`config.mk`:
```
export PLATFORM = sky130hd
export DESIGN_NAME = inst_prefetch_buf_flat
export DESIGN_NICKNAME = d
export VERILOG_FILES = /design/src/rtl/inst_prefetch_buf_pkg.sv /design/src/rtl/inst_prefetch_buf_if.sv /design/src/rtl/inst_prefetch_buf_sync_fifo.sv /design/src/rtl/inst_prefetch_buf.sv /design/src/flat_wrapper.sv
export SDC_FILE = /design/constraint.sdc
export NUM_CORES = 1
export LEC_CHECK = 0
export CORE_ASPECT_RATIO = 2
export CORE_UTILIZATION = 57
export DETAILED_ROUTE_END_ITERATION = 12
export GPL_ROUTABILITY_DRIVEN = 0
export PLACE_DENSITY = 0.92
export SETUP_SLACK_MARGIN = 0.3
export SYNTH_ARGS = -nofsm -noshare
export SYNTH_HDL_FRONTEND = slang
export SYNTH_SLANG_ARGS = --single-unit
```
`constraint.sdc`:
```
create_clock -name clk -period 8.3 [get_ports clk]
set_clock_uncertainty 0.05 [all_clocks]
set_input_delay 2.49 -clock clk [delete_from_list [all_inputs] [get_ports clk]]
set_output_delay 2.49 -clock clk [all_outputs]
set_load 0.02 [all_outputs]
```
`src/rtl/inst_prefetch_buf_pkg.sv`:
```
// Shared types and constants for the instruction prefetch buffer.
// Bus widths and the reset/NOP values live here so the core and the bench agree on them.
package inst_prefetch_buf_pkg;

    localparam int MemAddrBus = 32;
    localparam int InstBus    = 32;

    localparam logic [MemAddrBus-1:0] RESET_PC_DEF = 32'h0000_0000;
    localparam logic [InstBus-1:0]    INST_NOP_DEF = 32'h0000_0001;

    typedef logic [MemAddrBus-1:0] addr_t;
    typedef logic [InstBus-1:0]    inst_t;

    // Sequential word step; wraps naturally at 2^32.
    function automatic addr_t pcNext(input addr_t pc);
        return pc + 32'd4;
    endfunction

endpackage

```
`src/rtl/inst_prefetch_buf_if.sv`:
```
// Fetch-bus and instruction-stream signals of the prefetch buffer.
// master = the prefetch buffer itself, slave = memory/if_id side.
interface inst_prefetch_buf_if;
    import inst_prefetch_buf_pkg::*;

    logic  fetch_req_o;
    addr_t fetch_addr_o;
    logic  fetch_gnt_i;
    logic  fetch_rvalid_i;
    inst_t fetch_rdata_i;

    logic  inst_valid_o;
    inst_t inst_o;
    addr_t inst_addr_o;
    logic  inst_ready_i;

    modport master (
        output fetch_req_o, fetch_addr_o, inst_valid_o, inst_o, inst_addr_o,
        input  fetch_gnt_i, fetch_rvalid_i, fetch_rdata_i, inst_ready_i
    );

    modport slave (
        input  fetch_req_o, fetch_addr_o, inst_valid_o, inst_o, inst_addr_o,
        output fetch_gnt_i, fetch_rvalid_i, fetch_rdata_i, inst_ready_i
    );

endinterface

```
`src/rtl/inst_prefetch_buf_sync_fifo.sv`:
```
// DEPTH x 32-bit in-order FIFO with flush; head data is read combinationally.
// DEPTH must be a power of two so the pointers wrap by plain overflow.
module inst_prefetch_buf_sync_fifo
    import inst_prefetch_buf_pkg::*;
#(
    parameter int DEPTH = 4
) (
    input  logic                   clk,
    input  logic                   rst,
    input  logic                   flush_i,
    input  logic                   push_i,
    input  inst_t                  pushData_i,
    input  logic                   pop_i,
    output inst_t                  headData_o,
    output logic [$clog2(DEPTH):0] fill_o,
    output logic                   full_o,
    output logic                   empty_o
);

    localparam int PtrW = $clog2(DEPTH);
    localparam int CntW = PtrW + 1;

    logic [PtrW-1:0] wrPtr_q, wrPtr_d;
    logic [PtrW-1:0] rdPtr_q, rdPtr_d;
    logic [CntW-1:0] fill_q, fill_d;
    inst_t           mem_q [DEPTH];
    logic            pushEn, popEn;

    assign full_o     = (fill_q == CntW'(DEPTH));
    assign empty_o    = (fill_q == '0);
    assign fill_o     = fill_q;
    assign headData_o = mem_q[rdPtr_q];

    // A flush wins over any push/pop in the same cycle.
    always_comb begin
        pushEn  = push_i && !full_o && !flush_i;
        popEn   = pop_i && !empty_o && !flush_i;
        wrPtr_d = wrPtr_q;
        rdPtr_d = rdPtr_q;
        fill_d  = fill_q;
        if (pushEn) wrPtr_d = wrPtr_q + PtrW'(1);
        if (popEn)  rdPtr_d = rdPtr_q + PtrW'(1);
        case ({pushEn, popEn})
            2'b10:   fill_d = fill_q + CntW'(1);
            2'b01:   fill_d = fill_q - CntW'(1);
            default: fill_d = fill_q;
        endcase
        if (flush_i) begin
            wrPtr_d = '0;
            rdPtr_d = '0;
            fill_d  = '0;
        end
    end

    always_ff @(posedge clk) begin
        if (rst) begin
            wrPtr_q <= '0;
            rdPtr_q <= '0;
            fill_q  <= '0;
        end else begin
            wrPtr_q <= wrPtr_d;
            rdPtr_q <= rdPtr_d;
            fill_q  <= fill_d;
        end
    end

    always_ff @(posedge clk) begin
        if (pushEn) mem_q[wrPtr_q] <= pushData_i;
    end

endmodule

```
`src/rtl/inst_prefetch_buf.sv`:
```
// Instruction prefetch buffer: runs sequential fetches ahead of decode, queues the words
// in order and hands them to if_id; a redirect flushes and drops in-flight responses.
module inst_prefetch_buf
    import inst_prefetch_buf_pkg::*;
#(
    parameter int    DEPTH    = 4,
    parameter addr_t RESET_PC = RESET_PC_DEF,
    parameter inst_t INST_NOP = INST_NOP_DEF
) (
    input  logic                   clk,
    input  logic                   rst,
    input  logic                   jump_flag_i,
    input  addr_t                  jump_addr_i,
    inst_prefetch_buf_if.master    bus,
    output logic [$clog2(DEPTH):0] occupancy_o
);

    localparam int CntW = $clog2(DEPTH) + 1;

    logic            rst_q;
    addr_t           fetchPc_q, fetchPc_d;
    addr_t           outPc_q, outPc_d;
    logic [CntW-1:0] outstanding_q, outstanding_d;
    logic [CntW-1:0] drop_q, drop_d;

    logic [CntW-1:0] fill;
    logic [CntW:0]   inFlight;
    logic            fifoFull, fifoEmpty;
    inst_t           fifoHead;
    logic            credit, fetchReq, reqAccept, rspValid, rspDrop;
    logic            pushEn, popEn, instValid;

    inst_prefetch_buf_sync_fifo #(.DEPTH(DEPTH)) u_fifo (
        .clk        (clk),
        .rst        (rst),
        .flush_i    (jump_flag_i),
        .push_i     (pushEn),
        .pushData_i (bus.fetch_rdata_i),
        .pop_i      (popEn),
        .headData_o (fifoHead),
        .fill_o     (fill),
        .full_o     (fifoFull),
        .empty_o    (fifoEmpty)
    );

    // Credit counts stored words plus in-flight requests, so every response has a slot.
    // An rvalid with nothing outstanding is a bus error and is ignored.
    always_comb begin
        inFlight  = {1'b0, fill} + {1'b0, outstanding_q};
        credit    = inFlight < (CntW + 1)'(DEPTH);
        fetchReq  = !rst_q && !jump_flag_i && credit && !fifoFull;
        reqAccept = fetchReq && bus.fetch_gnt_i;
        rspValid  = bus.fetch_rvalid_i && (outstanding_q != '0);
        rspDrop   = rspValid && (drop_q != '0);
        pushEn    = rspValid && !rspDrop && !jump_flag_i;
        instValid = !fifoEmpty && !jump_flag_i;
        popEn     = instValid && bus.inst_ready_i;
    end

    always_comb begin
        outstanding_d = outstanding_q;
        if (reqAccept && !rspValid)      outstanding_d = outstanding_q + CntW'(1);
        else if (!reqAccept && rspValid) outstanding_d = outstanding_q - CntW'(1);

        drop_d    = rspDrop ? drop_q - CntW'(1) : drop_q;
        fetchPc_d = reqAccept ? pcNext(fetchPc_q) : fetchPc_q;
        outPc_d   = popEn ? pcNext(outPc_q) : outPc_q;

        // Everything still in flight after this cycle belongs to the old stream.
        if (jump_flag_i) begin
            drop_d    = outstanding_d;
            fetchPc_d = jump_addr_i;
            outPc_d   = jump_addr_i;
        end
    end

    always_ff @(posedge clk) begin
        rst_q <= rst;
        if (rst) begin
            fetchPc_q     <= RESET_PC;
            outPc_q       <= RESET_PC;
            outstanding_q <= '0;
            drop_q        <= '0;
        end else begin
            fetchPc_q     <= fetchPc_d;
            outPc_q       <= outPc_d;
            outstanding_q <= outstanding_d;
            drop_q        <= drop_d;
        end
    end

    assign bus.fetch_req_o  = fetchReq;
    assign bus.fetch_addr_o = fetchPc_q;
    assign bus.inst_valid_o = instValid;
    assign bus.inst_o       = instValid ? fifoHead : INST_NOP;
    assign bus.inst_addr_o  = outPc_q;
    assign occupancy_o      = fill;

endmodule

```
`src/flat_wrapper.sv`:
```
// flat-port wrapper written by rule: the top's interface ports become plain ports
module inst_prefetch_buf_flat import inst_prefetch_buf_pkg::*;
#(
    parameter int    DEPTH    = 4,
    parameter addr_t RESET_PC = RESET_PC_DEF,
    parameter inst_t INST_NOP = INST_NOP_DEF
)
  (clk, rst, jump_flag_i, jump_addr_i, occupancy_o, bus_fetch_req_o, bus_fetch_addr_o, bus_inst_valid_o, bus_inst_o, bus_inst_addr_o, bus_fetch_gnt_i, bus_fetch_rvalid_i, bus_fetch_rdata_i, bus_inst_ready_i);
  inst_prefetch_buf_if bus_i ();
  input  logic clk;
  input  logic rst;
  input  logic jump_flag_i;
  input  addr_t jump_addr_i;
  output logic [$clog2(DEPTH):0] occupancy_o;
  output wire logic [$bits(bus_i.fetch_req_o)-1:0] bus_fetch_req_o;
  output wire logic [$bits(bus_i.fetch_addr_o)-1:0] bus_fetch_addr_o;
  output wire logic [$bits(bus_i.inst_valid_o)-1:0] bus_inst_valid_o;
  output wire logic [$bits(bus_i.inst_o)-1:0] bus_inst_o;
  output wire logic [$bits(bus_i.inst_addr_o)-1:0] bus_inst_addr_o;
  input wire logic [$bits(bus_i.fetch_gnt_i)-1:0] bus_fetch_gnt_i;
  input wire logic [$bits(bus_i.fetch_rvalid_i)-1:0] bus_fetch_rvalid_i;
  input wire logic [$bits(bus_i.fetch_rdata_i)-1:0] bus_fetch_rdata_i;
  input wire logic [$bits(bus_i.inst_ready_i)-1:0] bus_inst_ready_i;
  assign bus_fetch_req_o = bus_i.fetch_req_o;
  assign bus_fetch_addr_o = bus_i.fetch_addr_o;
  assign bus_inst_valid_o = bus_i.inst_valid_o;
  assign bus_inst_o = bus_i.inst_o;
  assign bus_inst_addr_o = bus_i.inst_addr_o;
  assign bus_i.fetch_gnt_i = bus_fetch_gnt_i;
  assign bus_i.fetch_rvalid_i = bus_fetch_rvalid_i;
  assign bus_i.fetch_rdata_i = bus_fetch_rdata_i;
  assign bus_i.inst_ready_i = bus_inst_ready_i;
  inst_prefetch_buf #(.DEPTH(DEPTH), .RESET_PC(RESET_PC), .INST_NOP(INST_NOP)) u_core (.clk(clk), .rst(rst), .jump_flag_i(jump_flag_i), .jump_addr_i(jump_addr_i), .bus(bus_i), .occupancy_o(occupancy_o));
endmodule
```
# ---- Word level (Yosys, flattened, before mapping)
# Memory sizes are Yosys's and may differ from the RTL's. A register that Yosys moved wholly into a read port is not among the register bits.
# Index checks and enable logic that the tools add are counted.
dict set report totals {
  reg_bits 78
  mem_bits_rw 128
  in_bits 70
  out_inout_bits 101
  mem_count 1
}
# memory depth word_bits read_ports rd_ports_with_merged_regs wr line
set mem_list {}
lappend mem_list {u_core.u_fifo.mem_q 4 32 1 1 1 inst_prefetch_buf_sync_fifo.sv:26} ;# inst_t mem_q [DEPTH];
dict set report op_classes {
  addsub 10
  n_lt_le_gt_ge 1
  eq_ne 3
  mux 14
  n_reduce_logical 31
}
# cell n
set op_table {}
lappend op_table {{$mux W32} 5}
lappend op_table {{$add A32 B3 Y32 const B} 2}
lappend op_table {{$logic_and A1 B1 Y1} 16}
lappend op_table {{$mux W3} 4}
lappend op_table {{$sub A3 B1 Y3 const B} 3}
lappend op_table {{$reduce_bool A2 Y1} 4}
lappend op_table {{$logic_not A1 Y1} 7}
lappend op_table {{$add A3 B1 Y3 const B} 2}
lappend op_table {{$pmux W3 S2} 1}
lappend op_table {{$reduce_bool A3 Y1} 2}
lappend op_table {{$add A2 B1 Y2 const B} 2}
lappend op_table {{$add A3 B3 Y4} 1}
lappend op_table {{$lt A4 B3 Y1 const B} 1}
lappend op_table {{$mux W2} 2}
lappend op_table {{$eq A3 B3 Y1 const B} 1}
lappend op_table {{$logic_not A3 Y1} 1}
lappend op_table {{$eq A2 B1 Y1 const B} 1}
lappend op_table {{$eq A2 B2 Y1 const B} 1}
lappend op_table {{$mux W1} 2}
lappend op_table {{$reduce_or A2 Y1} 1}

# ---- Depth between registers and ports, before layout
dict set report logic_depth {
  depth_word 10
  mapped_depth 13
  depth_no_buf 13
}

# ---- Hierarchy
# A second synthesis with hierarchy kept.
dict set report hier_totals {
  hier_cells 768
  area_unflattened_um2 9379.0
}
# module instances cells_each area_per_inst_um2
set by_module_without_submodules {}
lappend by_module_without_submodules {inst_prefetch_buf_sync_fifo 1 224 5117.4}
lappend by_module_without_submodules {inst_prefetch_buf 1 544 4261.6}

# ---- Least setup slack after synthesis
# OpenSTA, ideal clock, no wires.
dict set report synth_timing {
  path_kind {input port to output port}
  from {in jump_flag_i}
  to {out bus_inst_o[10]}
  t_arrival_ns 3.513
  required_ns 5.760
  slack_ns 2.247
  stages 4
  n_path_buf 2
  cell_sequence {buf_2 > or2_2 > clkbuf_1 > nor2b_1}
}
dict set report synth_between {
  elab_chain_cells 3
}
# element line
set synth_lines {}
lappend synth_lines {{from (decl)} flat_wrapper.sv:12} ;# input logic jump_flag_i;
lappend synth_lines {{$logic_not A1 Y1} inst_prefetch_buf.sv:56} ;# instValid = !fifoEmpty && !jump_flag_i;
lappend synth_lines {{$logic_and A1 B1 Y1} inst_prefetch_buf.sv:56}
lappend synth_lines {{$mux W32} inst_prefetch_buf.sv:95} ;# assign bus.inst_o = instValid ? fifoHead : INST_NOP;
lappend synth_lines {{to (decl)} flat_wrapper.sv:18} ;# output wire logic [$bits(bus_i.inst_o)-1:0] bus_inst_o;
# No other way between the ends.

# ---- Final worst setup path
dict set report layout_timing {
  from {in jump_flag_i}
  to {out bus_inst_o[9]}
}
# The elaborated chain is that of the path after synthesis.

==> impl_metrics.ini <==
[run_status]
status = finished clean

[clock_network]
cts_tree = yes
hold_buffers = 0
postCtsSetupRepairBufs = 0
numCtsBuffers = 18
htree_levels = 1
clock_latency_ns = 0.48
clockBufferDepth = 3
clk_pin_slew_ns = 0.07
cts_resized = 0
numClockSinks = 208
root_buffer = clkbuf_16

[die]
rows = 65
io_pins = 171
start_util = 0.587
dieArea_mm2 = 0.0170
die_x_um = 92.6
dieHeight_um = 183
core_mm2 = 0.0159

[detailed_routing]
ant_nets = 0
post-route-drc-count = 0
wl_per_cell_um = 20.8
dr.pass1.iters = 5
drt_iter0_drc = 361
vias = 6980
wirelength_mm = 23.4
viasPerCell = 6.18

[setup_path]
path_max_fanout = 32
setup.worst_path.start_class = input port
end_kind = output pin
arrival_ns = 4.09
r2r_cells = 13
criticalPathCategory = input port to output pin
cp.required_ns = 5.76

[synth]
synth_ff_type = edfxtp_1
synth_nets = 841
netlist_area_mm2 = 0.00936
synth.distinct_cells = 68
avgSynthCellArea_um2 = 12.4
ys_seq_area_frac = 0.582
ys_ff_latch = 208
netlist_instances = 756
yosys_warnings = 0
synth_edf_count = 128
synthArstFlopShare = 0

[run]
maxCapViolCount = 0

[grt]
grt.overflow.total = 0
grt_pass1_wl_mm = 35.9
grt_pass1_vias = 7059
grt_use_total = 0.276
grt_max_degree = 67
antenna_found_initial = 4

[layout]
drive_gt1_frac = 0.104
post-route-util = 0.740
layout.nets = 999
syn_to_final_growth_pct = 26.1

[min_path]
hold_class = flip-flop to flip-flop
min_path_cells = 2

[placed_design]
dpl.hpwl_mm = 16.3
port_buffers = 170

[sta]
hold_violations = 0
slew_viol_final = 0
fin_setup_tns_ns = 0
max_slew.worst_pin.slew_ns = 0.881
finalCriticalPeriod_ns = 6.63
finalSetupViolCount = 0
relSlewSlack = 0.413
fmax_ghz = 0.151
rsz0062_at_grt = false
finalCritPeriodShare = 0.799

[power_and_ir_drop]
ir_drop_mv = 0.177
p_per_area_mw_per_mm2 = 204
p_leak_uw = 0.00383
==> cell families (layout without fill, tap and decap cells) <==
group / after synthesis / count (layout) / synth area share
buffers and inverters: 63 / 233 / 0.0278
other: 0 / 3 / 0
adders and majority gates: 15 / 15 / 0.0209
DFF: 208 / 208 / 0.582
muxes: 36 / 36 / 0.0814
AOI/OAI and AO/OA: 122 / 122 / 0.0922
and+or+nand+nor: 276 / 276 / 0.162
xor gates and xnor gates: 36 / 36 / 0.0337
==> cells in the final DEF (no fill, tap or decap), drive strengths merged, types with 14 or more instances in the layout <==
master and instances:
a211oi 20, a21oi 20, a31oi 16, clkbuf 23, clkdlybuf4s50 168, dfxtp 80, edfxtp 128, ha 14
inv 27, mux4 32, nand2 63, nand3 29, nand4 23, nor2 44, nor2b 34, nor3 24
o21ai 19, xor2 27
==> worst max-delay path, cell delays in order <==
cell and delay [ns]:
buf_2 0.13, or2_2 0.55, nor2b_1 0.26, clkdlybuf4s50_1 0.63
==> area by class of cell <==
class | instances | area [um^2]
timing repair buffer | 175 | 1730
antenna | 3 | 7.51
tap | 201 | 251
multi-input combinational | 485 | 3660
sequential | 208 | 5450
clock buffer | 23 | 500
fill | 1067 | 4140
inverter | 26 | 100
clock inverter | 9 | 104
==> through the flow <==
| stage | hold slack, ns | total power (uW) | area, um^2 | setup WS (ns) | cells |
|---|---|---|---|---|---|
| final | 0.406 | 2410 | 11800 | 1.67 | 1130 |
| after global routing | 0.441 | 2490 | 11800 | 1.62 | 1130 |
| after CTS | 0.407 | 2420 | 11800 | 1.67 | 1127 |
| after detailed placement | 0.398 | 1570 | 11200 | 1.66 | 1095 |
| after global placement | 0.393 | 1560 | 11200 | 1.77 | 1095 |
| after floorplan | 0.435 | 1420 | 9360 | 2.25 | 756 |
==> flip-flops by register name (all words and copies together) (netlist names), named ones only <==
| register | count |
|---|---|
| u_core.drop_q | 3 |
| u_core.bus.inst_addr_o | 32 |
| u_core.bus.fetch_addr_o | 32 |
| u_core.rst_q | 1 |
| u_core.u_fifo.fill_o | 3 |
| u_core.u_fifo.mem_q | 128 |
| u_core.u_fifo.wrPtr_q | 2 |
| u_core.outstanding_q | 3 |
| u_core.u_fifo.rdPtr_q | 2 |
==> metal layers <==
metal	wire (um)	up-vias	share of wire	global-route usage
met5	0	-	0	0
met4	1410	0	0.060	0.172
met3	1450	88	0.062	0.0431
met2	12900	340	0.55	0.516
met1	7690	3368	0.33	0.280
li1	-	3184	-	-
==> worst paths after layout <==
path                                               start  slack, ns                                     end
setup / recovery                             jump_flag_i       1.67                           bus_inst_o[9]
hold reg to reg   u_core.bus.inst_addr_o[1]$_SDFFE_PP0P_       0.41  u_core.bus.inst_addr_o[1]$_SDFFE_PP0P_
setup reg to reg      u_core.outstanding_q[0]$_SDFF_PP0_       5.36    u_core.u_fifo.fill_o[2]$_SDFFE_PP0P_
hold / removal    u_core.bus.inst_addr_o[1]$_SDFFE_PP0P_       0.41  u_core.bus.inst_addr_o[1]$_SDFFE_PP0P_
==> cells in the mapped netlist (all sizes together), types with 23 or more instances <==
cell	n	area share
edfxtp	128	0.41
dfxtp	80	0.17
nand2	63	0.026
nor2	44	0.018
nor2b	34	0.023
mux4	32	0.077
nand3	29	0.016
xor2	27	0.025
inv	26	0.011
nor3	24	0.015
clkbuf	23	0.0092
nand4	23	0.018
==> where the power goes <==
part / switching (uW) / internal (uW)
Sequential: 44.5 / 1160
Clock: 364 / 493
Combinational: 192 / 164
No activity file was read; power rests on OpenSTA's default activity.
